### config.mk
export PLATFORM = sky130hd
export DESIGN_NAME = sipo_aligner
export DESIGN_NICKNAME = d
export VERILOG_FILES = /design/src/rtl/sipo_aligner.sv
export SDC_FILE = /design/constraint.sdc
export NUM_CORES = 1
export LEC_CHECK = 0
export ABC_CLOCK_PERIOD_IN_PS = 1300
export CORE_ASPECT_RATIO = 1.75
export CORE_MARGIN = 2
export CORE_UTILIZATION = 30
export CTS_CLUSTER_DIAMETER = 80
export CTS_CLUSTER_SIZE = 8
export DETAILED_ROUTE_END_ITERATION = 8
export SETUP_SLACK_MARGIN = 0.2
export SYNTH_ARGS = -nofsm -noshare
export SYNTH_HDL_FRONTEND = slang
export SYNTH_SLANG_ARGS = --single-unit
### constraint.sdc
create_clock -name clk -period 1.3 [get_ports clk]
set_input_delay 0.26 -clock clk [delete_from_list [all_inputs] [get_ports clk]]
set_output_delay 0.26 -clock clk [all_outputs]
set_load 0.03 [all_outputs]
### src/rtl/sipo_aligner.sv
// rtl/sipo_aligner.sv - serial-to-parallel deserialiser with comma word alignment
// Define COMMA_ALIGN_EN to build the comma aligner; otherwise words are framed from reset release.
module sipo_aligner #(
    parameter int unsigned WIDTH      = 10,
    parameter logic [31:0] COMMA      = 32'h0000_017C,
    parameter int unsigned LOCK_COUNT = 3,
    parameter int unsigned ERR_LIMIT  = 4
) (
    input  logic             clk,
    input  logic             reset,
    input  logic             s_in,
    output logic [WIDTH-1:0] parallel_out,
    output logic             valid,
    output logic             locked
);
    localparam int unsigned     CW   = $clog2(WIDTH);
    localparam logic [CW-1:0]   LAST = CW'(WIDTH - 1);
    localparam logic [CW-1:0]   ONE  = CW'(1);

    if (WIDTH < 4 || WIDTH > 32 || LOCK_COUNT < 1 || LOCK_COUNT > 15 ||
        ERR_LIMIT < 1 || ERR_LIMIT > 15 || COMMA[WIDTH-1:0] == {WIDTH{1'b0}}) begin : g_bad_param
        $error("sipo_aligner: parameter out of range");
    end

    logic [WIDTH-1:0] r_sr;
    logic [WIDTH-1:0] r_pout;
    logic             r_valid;
    logic             r_locked;
    logic [CW-1:0]    r_cnt;
    logic [WIDTH-1:0] w_window;
    logic             w_boundary;

    assign w_window     = {s_in, r_sr[WIDTH-1:1]};
    assign parallel_out = r_pout;
    assign valid        = r_valid;
    assign locked       = r_locked;

    always_ff @(posedge clk or negedge reset) begin
        if (!reset) begin
            r_sr <= '0;
        end else begin
            r_sr <= w_window;
        end
    end

`ifdef COMMA_ALIGN_EN
    typedef enum logic [1:0] {HUNT, SYNC, LOCKED} state_t;

    localparam logic [WIDTH-1:0] K  = COMMA[WIDTH-1:0];
    localparam logic [3:0]       LC = 4'(LOCK_COUNT);
    localparam logic [3:0]       EL = 4'(ERR_LIMIT);

    state_t     r_state;
    logic [3:0] r_good;
    logic [3:0] r_err;
    logic       w_match;
    logic [3:0] w_good_inc;
    logic [3:0] w_err_inc;

    // Either running disparity of the comma counts as a match.
    assign w_match    = (w_window == K) || (w_window == ~K);
    assign w_boundary = (r_state != HUNT) && (r_cnt == LAST);
    assign w_good_inc = r_good + 4'd1;
    assign w_err_inc  = r_err + 4'd1;

    always_ff @(posedge clk or negedge reset) begin
        if (!reset) begin
            r_state  <= HUNT;
            r_pout   <= '0;
            r_valid  <= 1'b0;
            r_locked <= 1'b0;
            r_cnt    <= '0;
            r_good   <= '0;
            r_err    <= '0;
        end else begin
            r_valid <= 1'b0;
            case (r_state)
                HUNT: begin
                    if (w_match) begin
                        r_pout  <= w_window;
                        r_valid <= 1'b1;
                        r_cnt   <= '0;
                        r_good  <= 4'd1;
                        r_err   <= '0;
                        if (LC == 4'd1) begin
                            r_state  <= LOCKED;
                            r_locked <= 1'b1;
                        end else begin
                            r_state <= SYNC;
                        end
                    end
                end
                SYNC: begin
                    r_cnt <= w_boundary ? '0 : r_cnt + ONE;
                    if (w_boundary) begin
                        r_pout  <= w_window;
                        r_valid <= 1'b1;
                    end
                    if (w_match && w_boundary) begin
                        r_good <= w_good_inc;
                        if (w_good_inc >= LC) begin
                            r_state  <= LOCKED;
                            r_locked <= 1'b1;
                            r_err    <= '0;
                        end
                    end else if (w_match) begin
                        // Comma off the current framing: restart framing on it.
                        r_pout  <= w_window;
                        r_valid <= 1'b1;
                        r_cnt   <= '0;
                        r_good  <= 4'd1;
                    end
                end
                LOCKED: begin
                    r_cnt <= w_boundary ? '0 : r_cnt + ONE;
                    if (w_boundary) begin
                        r_pout  <= w_window;
                        r_valid <= 1'b1;
                    end
                    if (w_match && w_boundary) begin
                        r_err <= '0;
                    end else if (w_match) begin
                        if (w_err_inc >= EL) begin
                            r_state  <= HUNT;
                            r_locked <= 1'b0;
                            r_cnt    <= '0;
                            r_good   <= '0;
                            r_err    <= '0;
                        end else begin
                            r_err <= w_err_inc;
                        end
                    end
                end
                default: r_state <= HUNT;
            endcase
        end
    end
`else
    assign w_boundary = (r_cnt == LAST);

    // Free-running framing: first boundary lands WIDTH clocks after reset release.
    always_ff @(posedge clk or negedge reset) begin
        if (!reset) begin
            r_pout   <= '0;
            r_valid  <= 1'b0;
            r_locked <= 1'b0;
            r_cnt    <= '0;
        end else begin
            r_valid <= w_boundary;
            r_cnt   <= w_boundary ? '0 : r_cnt + ONE;
            if (w_boundary) begin
                r_pout   <= w_window;
                r_locked <= 1'b1;
            end
        end
    end
`endif

endmodule

==> run metrics, run 1 <==
violations in the final reports=negative setup slack; worst vdd rail ir drop=0.0005418 V; CTS root buf=sky130_fd_sc_hd__clkbuf_8; main area contributors after synthesis=sky130_fd_sc_hd__dfrtp_1 74%, sky130_fd_sc_hd__mux2_2 15%, sky130_fd_sc_hd__nor3b_4 2.2%, sky130_fd_sc_hd__nor2b_4 1.6%, sky130_fd_sc_hd__a221o_2 1.3%; unrepaired setup endpoints after global routing=yes; worst path required time=1.46 ns; share of the yosys chip area belonging to registers=0.7407; global route overflow=0; final worst clock skew=0.001572 ns; Post-synth top cells=25 x sky130_fd_sc_hd__dfrtp_1, 11 x sky130_fd_sc_hd__mux2_2, 2 x sky130_fd_sc_hd__inv_1; routed wire length=1466 um; number of synthesized register bits=25; wire length of the first global-routing pass=2304 um; width of the die=44.11 um; clock tree buffer depth=2; area share of the largest cell type after synthesis=0.7407; nature of the critical path startpoint=flip-flop; Avg WL per Cell=12.97 um; simple-gate area share of the yosys netlist=0.06074; final setup slack of the worst path=-0.09314 ns; Initial Util=0.3140; area enclosed by the die boundary=3273 um^2; Critical Path End Type=flip-flop; final antenna-violating net count=0; final weighted congestion in routability-driven placement=0.7169; Power Internal=1.097 mW; final critical delay including setup and external delays=1.393 ns; Setup Crit Path Kind=reg2reg; post-layout net count=90; Detail Placement HPWL=960.6 um; core area=2690 um^2; power per cell area=1121 nW/um^2; reg-to-reg setup timing slack=-0.09 ns; number of diodes=0; max-slew violation count=0; met1 track utilization from global routing=0.1170; total power consumption of the routed design=1.424 mW; Setup Viol. Count Final=10; count of endpoints failing hold in the final timing report=0; dominant combinational cell family by area after synthesis=multiplexers; number of design rule violations left after detail routing=0; clk_lat worst skew=0.27 ns; number of antenna violations at the first check in global routing=0; hold_buf cts=0; per-cell via count in the routed design=4.531; relative slew slack=0.8578; Most used DFF post-synth=sky130_fd_sc_hd__dfrtp_1; std cell rows=25; Sequential Power Share=0.579; compound-cell area share of the yosys netlist=0.01926; largest net degree at the start of global routing=26; synthesized area=844.6 um^2; Iteration-0 DRC Markers=0; crit path cell chain=nor2b_4 > nor3b_4 > buf_4 > mux2_2; maximum fanout along the worst path=4; count leader, synth=sky130_fd_sc_hd__dfrtp_1; Warnings, synthesis=0; via count of the first global-routing pass=493; number of detailed-routing iterations run before antenna repair=1; Slew @ Worst Pin=0.2130 ns; switching part of the total power=0.2295; CP arrival=1.56 ns; final period utilization=1.072; Mapped Cells=48; combinational share of power=0.095; maximum capacitance violations=0; routed via count=512; Hold WC Path Type=in2async; worst-path cell with the longest stage delay=sky130_fd_sc_hd__dfrtp_1; Tot GR Track Use=0.1004; CTS Buf Count=3; worst hold slack across all endpoints=0.3331 ns; adder-cell area share of the yosys netlist=0; Die Span Y=74.19 um; met3 track demand over resource in global routing=0.01456; fraction of registers with async set/reset=1.000; routing usage on met2=0.1552; layout cells sized above 1=0.6279; maximum clock rate=717.8 MHz; number of placed I/O pins=15; xor and xnor area share after synthesis=0.01037; switching pwr=326.8 uW; run status=complete, but fails checks; area added between synthesis and finish=50.37%; clock-pin slew on the worst setup and hold paths=0.09 ns; library cell with the largest summed area after synthesis=sky130_fd_sc_hd__dfrtp_1; mean post-synth cell area=17.60 um^2; Leakage Power=0.6336 nW; CTS Sinks=25; number of flops mapped to enable cells by yosys=0; number of unique standard cell types used by synthesis=13; CTS tree=done; net count after synthesis=51; multiplexer share of the synthesized area=0.1467; peak-usage layer in the global routing report=met2; number of levels the H-tree was split into=1; slowest cell delay on critical path=0.42 ns; relative contribution of the clock network to total power=0.326; port buffer count=14
-- power groups by stage --
stage | sequential (mW) | clock [mW] | combinational [mW]
floorplan | 0.867 | 0 | 0.0210
global placement | 0.839 | 0 | 0.112
detailed placement | 0.839 | 0 | 0.113
CTS | 0.824 | 0.481 | 0.120
global route | 0.830 | 0.509 | 0.144
finish | 0.825 | 0.464 | 0.135
-- kinds of logic after synthesis --
| group | after synthesis |
|---|---|
| buf+inv | 3 |
| simple gates | 6 |
| xor+xnor | 1 |
| mux | 11 |
| flops | 25 |
| compound gates | 2 |
-- layout by cell type, fill, tap and decap left out, types with 2 or more instances in the layout --
cell type	count
sky130_fd_sc_hd__dfrtp_1	25
sky130_fd_sc_hd__buf_4	21
sky130_fd_sc_hd__buf_6	11
sky130_fd_sc_hd__mux2_4	8
sky130_fd_sc_hd__mux2_2	3
sky130_fd_sc_hd__clkbuf_8	3
sky130_fd_sc_hd__clkdlybuf4s50_1	2
-- critical path: cells and delay by family (launching register included) --
family	cells	cell delay (ns)
AND/OR/NAND/NOR	2	0.36
multiplexers	1	0.32
buffers and inverters	1	0.18
flip-flops	1	0.42
-- per-stage QoR --
stage / area, um^2 / TNS (ns) / setup WS, ns / util / std cells
after global routing: 1270 / -1.523 / -0.1776 / 0.4721 / 113
after floorplan: 874.6 / -0.4981 / -0.06226 / - / 48
final: 1270 / -0.7159 / -0.09314 / 0.4721 / 113
after global placement: 1112 / -0.3285 / -0.04891 / 0.4135 / 98
after detailed placement: 1112 / -0.5636 / -0.07726 / 0.4135 / 98
after CTS: 1179 / -0.7606 / -0.09694 / 0.4381 / 106
-- flip-flops by register name, indices dropped and copies added (netlist names) --
register / count
valid: 1
r_sr: 9
r_cnt: 4
locked: 1
parallel_out: 10
-- timing repair --
item	CTS	global route
pin swaps	1	1
setup endpoints to repair	22	24
resized for setup	44	14
setup buffers	4	7
-- final timing paths --
kind                                    start                           to  cells after the start
setup / recovery           r_cnt[2]$_DFF_PN0_  parallel_out[9]$_DFFE_PN0N_                      4
hold / removal                          reset           r_cnt[1]$_DFF_PN0_                      2
setup reg to reg           r_cnt[2]$_DFF_PN0_  parallel_out[9]$_DFFE_PN0N_                      4
hold reg to reg             r_sr[9]$_DFF_PN0_            r_sr[8]$_DFF_PN0_                      0
max in group asynchronous               reset  parallel_out[4]$_DFFE_PN0N_                      2
min in group clk            r_sr[9]$_DFF_PN0_            r_sr[8]$_DFF_PN0_                      0
-- routing by layer --
metal / up-vias / routed length [um]
met2: 14 / 759
met3: 4 / 81
li1: 235 / -
met4: 0 / 42
met1: 259 / 582
met5: - / 0
-- layout make-up --
type / instances / area [um^2]
flip-flops and latches: 25 / 625.6
fillers: 241 / 1420
inverters: 2 / 7.507
multi-input cells: 20 / 232.7
clock buffers: 3 / 41.29
repair buffers: 35 / 321.6
clock inverters: 1 / 7.507
well taps: 27 / 33.78
(Power assumes the default switching activity.)
==> run 2, diff against run 1 <==
CORE_MARGIN = 1.5   (was 2)
DONT_BUFFER_PORTS = 1   (was default)
==> run 2 against run 1 <==
The flow finishes with violations (negative hold slack, negative setup slack); cell count fell by 22%; sequential power rose by 3.9%; via count fell by 18%; clock power fell by 2%; critical path depth did not move; non-clock buffer count fell by 25; hold slack got worse by 0.36 ns; fmax rose by 1.7%; cell area fell by 19%; combinational power fell by 71%; largest power group unchanged.
==> run metrics, run 2 (synthesis gave the netlist of run 1 again) <==
Layout fillers=253 (was 241); total power consumption of the routed design=1.352 mW (was 1.424 mW); worst hold slack across all endpoints=-0.02390 ns (was 0.3331 ns); commonest non-fill, non-tap cell in the layout=sky130_fd_sc_hd__dfrtp_1 (unchanged); clock-pin slew on the worst setup and hold paths=0.09 ns (about the same); Power Internal=1.045 mW (was 1.097 mW); area enclosed by the die boundary=3155 um^2 (was 3273 um^2); Die Span Y=73.19 um (was 74.19 um); routed via count=421 (was 512); final critical delay including setup and external delays=1.370 ns (was 1.393 ns); post-detailed-placement cell area=957.2 um^2 (was 1112 um^2); worst vdd rail ir drop=0.0005802 V (was 0.0005418 V); clock tree buffer depth=2 (unchanged); TNS Setup=-0.4432 ns (was -0.7159 ns); routed wire length=1191 um (was 1466 um); Hold WC Path Type=in2async (unchanged); port buffer count=0 (was 14); number of antenna violations at the first check in global routing=0 (unchanged); r2r endpoint=parallel_out[6]$_DFFE_PN0N_ (was parallel_out[9]$_DFFE_PN0N_); CTS tree=done (unchanged); Leakage Power=0.4952 nW (was 0.6336 nW); unrepaired setup endpoints after global routing=yes (unchanged); via count of the first global-routing pass=426 (was 493); violations in the final reports=negative hold slack, negative setup slack (was negative setup slack); CTS Sinks=25 (unchanged); reg-to-reg startpoint=r_cnt[2]$_DFF_PN0_ (unchanged); highest-count cells in the layout ignoring fill and taps=24 x sky130_fd_sc_hd__dfrtp_1, 8 x sky130_fd_sc_hd__mux2_4, 8 x sky130_fd_sc_hd__buf_4, 3 x sky130_fd_sc_hd__mux2_2, 3 x sky130_fd_sc_hd__clkbuf_8 (was 25 x sky130_fd_sc_hd__dfrtp_1, 21 x sky130_fd_sc_hd__buf_4, 11 x sky130_fd_sc_hd__buf_6, 8 x sky130_fd_sc_hd__mux2_4); area added between synthesis and finish=21.33% (was 50.37%); number of diodes=0 (unchanged); Setup Crit Path Kind=reg2reg (unchanged); CTS Buf Count=3 (unchanged); largest net degree at the start of global routing=26 (unchanged); worst slack at placement=-0.06293 ns (was -0.07726 ns); relative slew slack=0.6111 (was 0.8578); post-route cell area=1025 um^2 (was 1270 um^2); count of endpoints failing hold in the final timing report=25 (was 0); global route overflow=0 (unchanged); final period utilization=1.054 (was 1.072); per-cell via count in the routed design=4.784 (was 4.531); number of levels the H-tree was split into=1 (unchanged); switching part of the total power=0.2272 (was 0.2295); Avg WL per Cell=13.53 um (was 12.97 um); reg-to-reg setup timing slack=-0.07 ns (was -0.09 ns); std cell rows=25 (unchanged); number of design rule violations left after detail routing=0 (unchanged); Tot GR Track Use=0.09342 (was 0.1004); clk_lat worst skew=0.27 ns (about the same); Slew @ Worst Pin=0.5833 ns (was 0.2130 ns); CTS root buf=sky130_fd_sc_hd__clkbuf_8 (unchanged); final worst clock skew=0.006850 ns (was 0.001572 ns); number of detailed-routing iterations run before antenna repair=4 (was 1); final setup slack of the worst path=-0.06958 ns (was -0.09314 ns); Detail Placement HPWL=813.8 um (was 960.6 um); switching pwr=307.3 uW (was 326.8 uW); CP arrival=1.53 ns (was 1.56 ns); final antenna-violating net count=0 (unchanged); endpoint of the most critical setup path=parallel_out[6]$_DFFE_PN0N_ (was parallel_out[9]$_DFFE_PN0N_); run status=complete, but fails checks (unchanged); Sequential Power Share=0.634 (was 0.579); start point of the critical path=r_cnt[2]$_DFF_PN0_ (unchanged); depth of the most critical reg-to-reg path=4 (unchanged); Initial Util=0.3140 (unchanged); Critical Path End Type=flip-flop (unchanged); final weighted congestion in routability-driven placement=0.7244 (was 0.7169); maximum clock rate=730.2 MHz (was 717.8 MHz); layout cells sized above 1=0.4918 (was 0.6279); flip-flop count of the largest register after layout=10 (unchanged); Setup Viol. Count Final=9 (was 10); combinational share of power=0.029 (was 0.095); Iteration-0 DRC Markers=5 (was 0); maximum fanout along the worst path=7 (was 4); number of placed I/O pins=15 (unchanged); relative contribution of the clock network to total power=0.337 (was 0.326); max-slew violation count=0 (unchanged); wire length of the first global-routing pass=2070 um (was 2304 um); width of the die=43.11 um (was 44.11 um); core area=2690 um^2 (unchanged); worst path required time=1.46 ns (about the same); maximum capacitance violations=0 (unchanged); power per cell area=1320 nW/um^2 (was 1121 nW/um^2); post-layout net count=65 (was 90); nature of the critical path startpoint=flip-flop (unchanged)
-- run 2: changes by cell type in the layout (fill, tap and decap cells not counted), sizes merged --
cell and change:
buf -25, clkbuf +1, clkdlybuf4s50 -2, dlygate4sd3 +1
-- run 2: area by class of cell --
class / instances / area [um^2] / area share
Tap cell: 27 / 33.78 / 0.03297
Timing Repair Buffer: 10 / 75.07 / 0.07326
Multi-Input combinational cell: 20 / 232.7 / 0.2271
Clock inverter: 1 / 7.507 / 0.007326
Sequential cell: 25 / 626.9 / 0.6117
Clock buffer: 3 / 41.29 / 0.04029
Inverter: 2 / 7.507 / 0.007326
-- run 2: metal layers --
layer | GRT usage | part of all wire
met5 | 0 | 0
met4 | 0.08081 | 0.039
met3 | 0.02970 | 0.047
met2 | 0.1211 | 0.48
met1 | 0.1218 | 0.43
-- run 2: how the worst min path moves through the flow --
| stage | from | to | cells past startpoint |
|---|---|---|---|
| after floorplan | reset | locked$_DFFE_PN0N_ | 0 |
| after global placement | reset | r_sr[1]$_DFF_PN0_ | 0 |
| after detailed placement | reset | r_sr[1]$_DFF_PN0_ | 0 |
| after CTS | s_in | r_sr[9]$_DFF_PN0_ | 0 |
| after global routing | reset | parallel_out[3]$_DFFE_PN0N_ | 1 |
| final | reset | valid$_DFF_PN0_ | 1 |
-- run 2: worst max-delay path, cell delays in order, from the launching register on --
cell	delay (ns)
sky130_fd_sc_hd__dfrtp_1	0.42
sky130_fd_sc_hd__nor2b_4	0.12
sky130_fd_sc_hd__nor3b_4	0.21
sky130_fd_sc_hd__buf_4	0.20
sky130_fd_sc_hd__mux2_4	0.31
-- run 2: through the flow --
| step | cells | util |
|---|---|---|
| 2_1_floorplan | 48 | - |
| 3_3_place_gp | 82 | 0.3558 |
| 3_5_place_dp | 82 | 0.3558 |
| 4_1_cts | 87 | 0.3786 |
| 5_1_grt | 88 | 0.3809 |
| 6_report | 88 | 0.3809 |
-- run 2: power by group through the flow --
| stage | Clock [mW] | Combinational [mW] | Sequential [mW] |
|---|---|---|---|
| 2_1_floorplan | 0 | 0.0210 | 0.867 |
| 3_3_place_gp | 0 | 0.0216 | 0.873 |
| 3_5_place_dp | 0 | 0.0221 | 0.873 |
| 4_1_cts | 0.473 | 0.0391 | 0.858 |
| 5_1_grt | 0.498 | 0.0449 | 0.862 |
| 6_report | 0.456 | 0.0389 | 0.857 |
-- run 2: timing repair --
| action | 4_1_cts | 5_1_grt |
|---|---|---|
| endpoints found under the hold margin | 25 | 1 |
| endpoints found under the setup margin | 12 | 38 |
| hold buffers | 1 | 1 |
| setup buffers | 0 | 0 |
| resized for setup | 1 | 4 |
==> run 3, diff against run 2 <==
PLACE_DENSITY = 0.49   (was default)
==> run 3 against run 2 <==
The flow still finishes with violations (negative hold slack, negative setup slack); setup slack better by 0.00063 ns; cell area up 2.9%; critical path depth did not move; global-route usage increased by 0.99 points; cell count rose by 2.3%; core utilization increased by 1.1 points; register-to-register slack hardly changed; via count decreased by 1.9%; critical endpoint is now parallel_out[0]$_DFFE_PN0N_.
==> run metrics, run 3 (synthesis gave the netlist of run 1 again) <==
run status=complete, but fails checks (unchanged); violations in the final reports=negative hold slack, negative setup slack (unchanged); final setup slack of the worst path=-0.06895 ns (was -0.06958 ns); number of placed I/O pins=15 (unchanged); met1 track utilization from global routing=0.1360 (was 0.1218); maximum fanout along the worst path=3 (was 7); relative slew slack=0.6056 (was 0.6111); maximum clock rate=730.5 MHz (was 730.2 MHz); routed wire length=1228 um (was 1191 um); number of antenna violations at the first check in global routing=0 (unchanged); number of detailed-routing iterations run before antenna repair=3 (was 4); CTS root buf=sky130_fd_sc_hd__clkbuf_8 (unchanged); r2r endpoint=parallel_out[0]$_DFFE_PN0N_ (was parallel_out[6]$_DFFE_PN0N_); number of design rule violations left after detail routing=0 (unchanged); Layout fillers=258 (was 253); depth of the most critical reg-to-reg path=4 (unchanged); area enclosed by the die boundary=3155 um^2 (unchanged); power per cell area=1281 nW/um^2 (was 1320 nW/um^2); reg-to-reg startpoint=r_cnt[2]$_DFF_PN0_ (unchanged); post-route cell area=1055 um^2 (was 1025 um^2); flip-flop count of the largest register after layout=10 (unchanged); count of endpoints failing hold in the final timing report=25 (unchanged); commonest non-fill, non-tap cell in the layout=sky130_fd_sc_hd__dfrtp_1 (unchanged); area added between synthesis and finish=24.89% (was 21.33%); Tot GR Track Use=0.1033 (was 0.09342); core area=2690 um^2 (unchanged); Iteration-0 DRC Markers=11 (was 5); final antenna-violating net count=0 (unchanged); clock tree buffer depth=2 (unchanged); per-cell via count in the routed design=4.589 (was 4.784); port buffer count=0 (unchanged); layout cells sized above 1=0.5079 (was 0.4918); highest-count cells in the layout ignoring fill and taps=24 x sky130_fd_sc_hd__dfrtp_1, 9 x sky130_fd_sc_hd__mux2_4, 7 x sky130_fd_sc_hd__buf_4, 3 x sky130_fd_sc_hd__clkbuf_8, 3 x sky130_fd_sc_hd__buf_6 (was 24 x sky130_fd_sc_hd__dfrtp_1, 8 x sky130_fd_sc_hd__mux2_4, 8 x sky130_fd_sc_hd__buf_4, 3 x sky130_fd_sc_hd__mux2_2, 3 x sky130_fd_sc_hd__clkbuf_8); reg-to-reg setup timing slack=-0.07 ns (about the same); final weighted congestion in routability-driven placement=0.6424 (was 0.7244); nature of the critical path startpoint=flip-flop (unchanged); clk_lat worst skew=0.27 ns (about the same); Initial Util=0.3140 (unchanged); largest net degree at the start of global routing=26 (unchanged); combined flip-flop and latch cell area=626.9 um^2 (unchanged); Critical Path End Type=flip-flop (unchanged); clock-pin slew on the worst setup and hold paths=0.08 ns (was 0.09 ns); number of levels the H-tree was split into=1 (unchanged); worst vdd rail ir drop=0.0006521 V (was 0.0005802 V); number of diodes=0 (unchanged); unrepaired setup endpoints after global routing=yes (unchanged); final critical delay including setup and external delays=1.369 ns (was 1.370 ns); width of the die=43.11 um (unchanged); Setup Viol. Count Final=10 (was 9); maximum capacitance violations=0 (unchanged); via count of the first global-routing pass=457 (was 426); met3 track demand over resource in global routing=0.02723 (was 0.02970); post-detailed-placement cell area=957.2 um^2 (unchanged); final core area utilization=0.3921 (was 0.3809); Die Span Y=73.19 um (unchanged); multi-input gate area in the final layout=236.5 um^2 (was 232.7 um^2); std cell rows=25 (unchanged); peak-usage layer in the global routing report=met1 (unchanged); Hold WC Path Type=in2async (unchanged); wire length of the first global-routing pass=2283 um (was 2070 um); post-layout net count=67 (was 65); CTS tree=done (unchanged); Setup Crit Path Kind=reg2reg (unchanged); worst hold slack across all endpoints=-0.02225 ns (was -0.02390 ns); CTS Sinks=25 (unchanged); CP arrival=1.53 ns (about the same); routed via count=413 (was 421); final period utilization=1.053 (was 1.054); Leakage Power=0.5156 nW (was 0.4952 nW); routing usage on met2=0.1360 (was 0.1211); worst path required time=1.46 ns (about the same); max-slew violation count=0 (unchanged); global route overflow=0 (unchanged); final worst clock skew=0.004605 ns (was 0.006850 ns); CTS Buf Count=3 (unchanged); Detail Placement HPWL=871.7 um (was 813.8 um); Slew @ Worst Pin=0.5916 ns (was 0.5833 ns); Avg WL per Cell=13.64 um (was 13.53 um)
run 3: final cells by class:
type,instances,area share
flip-flops and latches,25,0.5943
multi-input cells,20,0.2242
repair buffers,12,0.09609
clock buffers,3,0.03915
well taps,27,0.03203
clock inverters,1,0.007117
inverters,2,0.007117
run 3: through the flow:
stage / std cells / power, mW / setup slack [ns] / TNS (ns)
global route: 90 / 1.423 / -0.1338 / -1.169
floorplan: 48 / 0.8884 / -0.06226 / -0.4981
finish: 90 / 1.351 / -0.06895 / -0.4389
global placement: 82 / 0.8962 / -0.02419 / -0.1097
CTS: 88 / 1.376 / -0.07102 / -1.813
detailed placement: 82 / 0.8966 / -0.05637 / -0.3571
run 3: critical path, stage by stage (launching register included):
cell                      delay, ns
sky130_fd_sc_hd__dfrtp_1       0.42
sky130_fd_sc_hd__nor2b_4       0.12
sky130_fd_sc_hd__nor3b_4       0.24
sky130_fd_sc_hd__buf_4         0.17
sky130_fd_sc_hd__mux2_2        0.32
run 3: worst max path at each step:
stage                             endpoint                from  depth (start not counted)
2_1_floorplan  parallel_out[1]$_DFFE_PN0N_  r_cnt[2]$_DFF_PN0_                          4
6_report       parallel_out[0]$_DFFE_PN0N_  r_cnt[2]$_DFF_PN0_                          4
3_3_place_gp   parallel_out[9]$_DFFE_PN0N_  r_cnt[2]$_DFF_PN0_                          4
4_1_cts        parallel_out[9]$_DFFE_PN0N_  r_cnt[2]$_DFF_PN0_                          4
3_5_place_dp   parallel_out[9]$_DFFE_PN0N_  r_cnt[2]$_DFF_PN0_                          4
5_1_grt        parallel_out[0]$_DFFE_PN0N_  r_cnt[2]$_DFF_PN0_                          4
run 3: where the power goes:
| group | internal [mW] | leakage, nW | switching (mW) |
|---|---|---|---|
| Sequential | 0.807 | 0.290 | 0.0512 |
| Combinational | 0.0224 | 0.204 | 0.0173 |
| Clock | 0.217 | 0.0217 | 0.237 |
run 3: layer usage:
metal / wire length, um / share of wire
met3: 46 / 0.037
met1: 543 / 0.44
met4: 50 / 0.041
met5: 0 / 0
met2: 588 / 0.48
run 3: repair_timing:
item	CTS	global route
pin swaps	1	0
endpoints found under the setup margin	12	38
hold endpoints to repair	25	1
cloned	0	0
hold buffers	1	1
resized for setup	1	9
buffers inserted	1	1
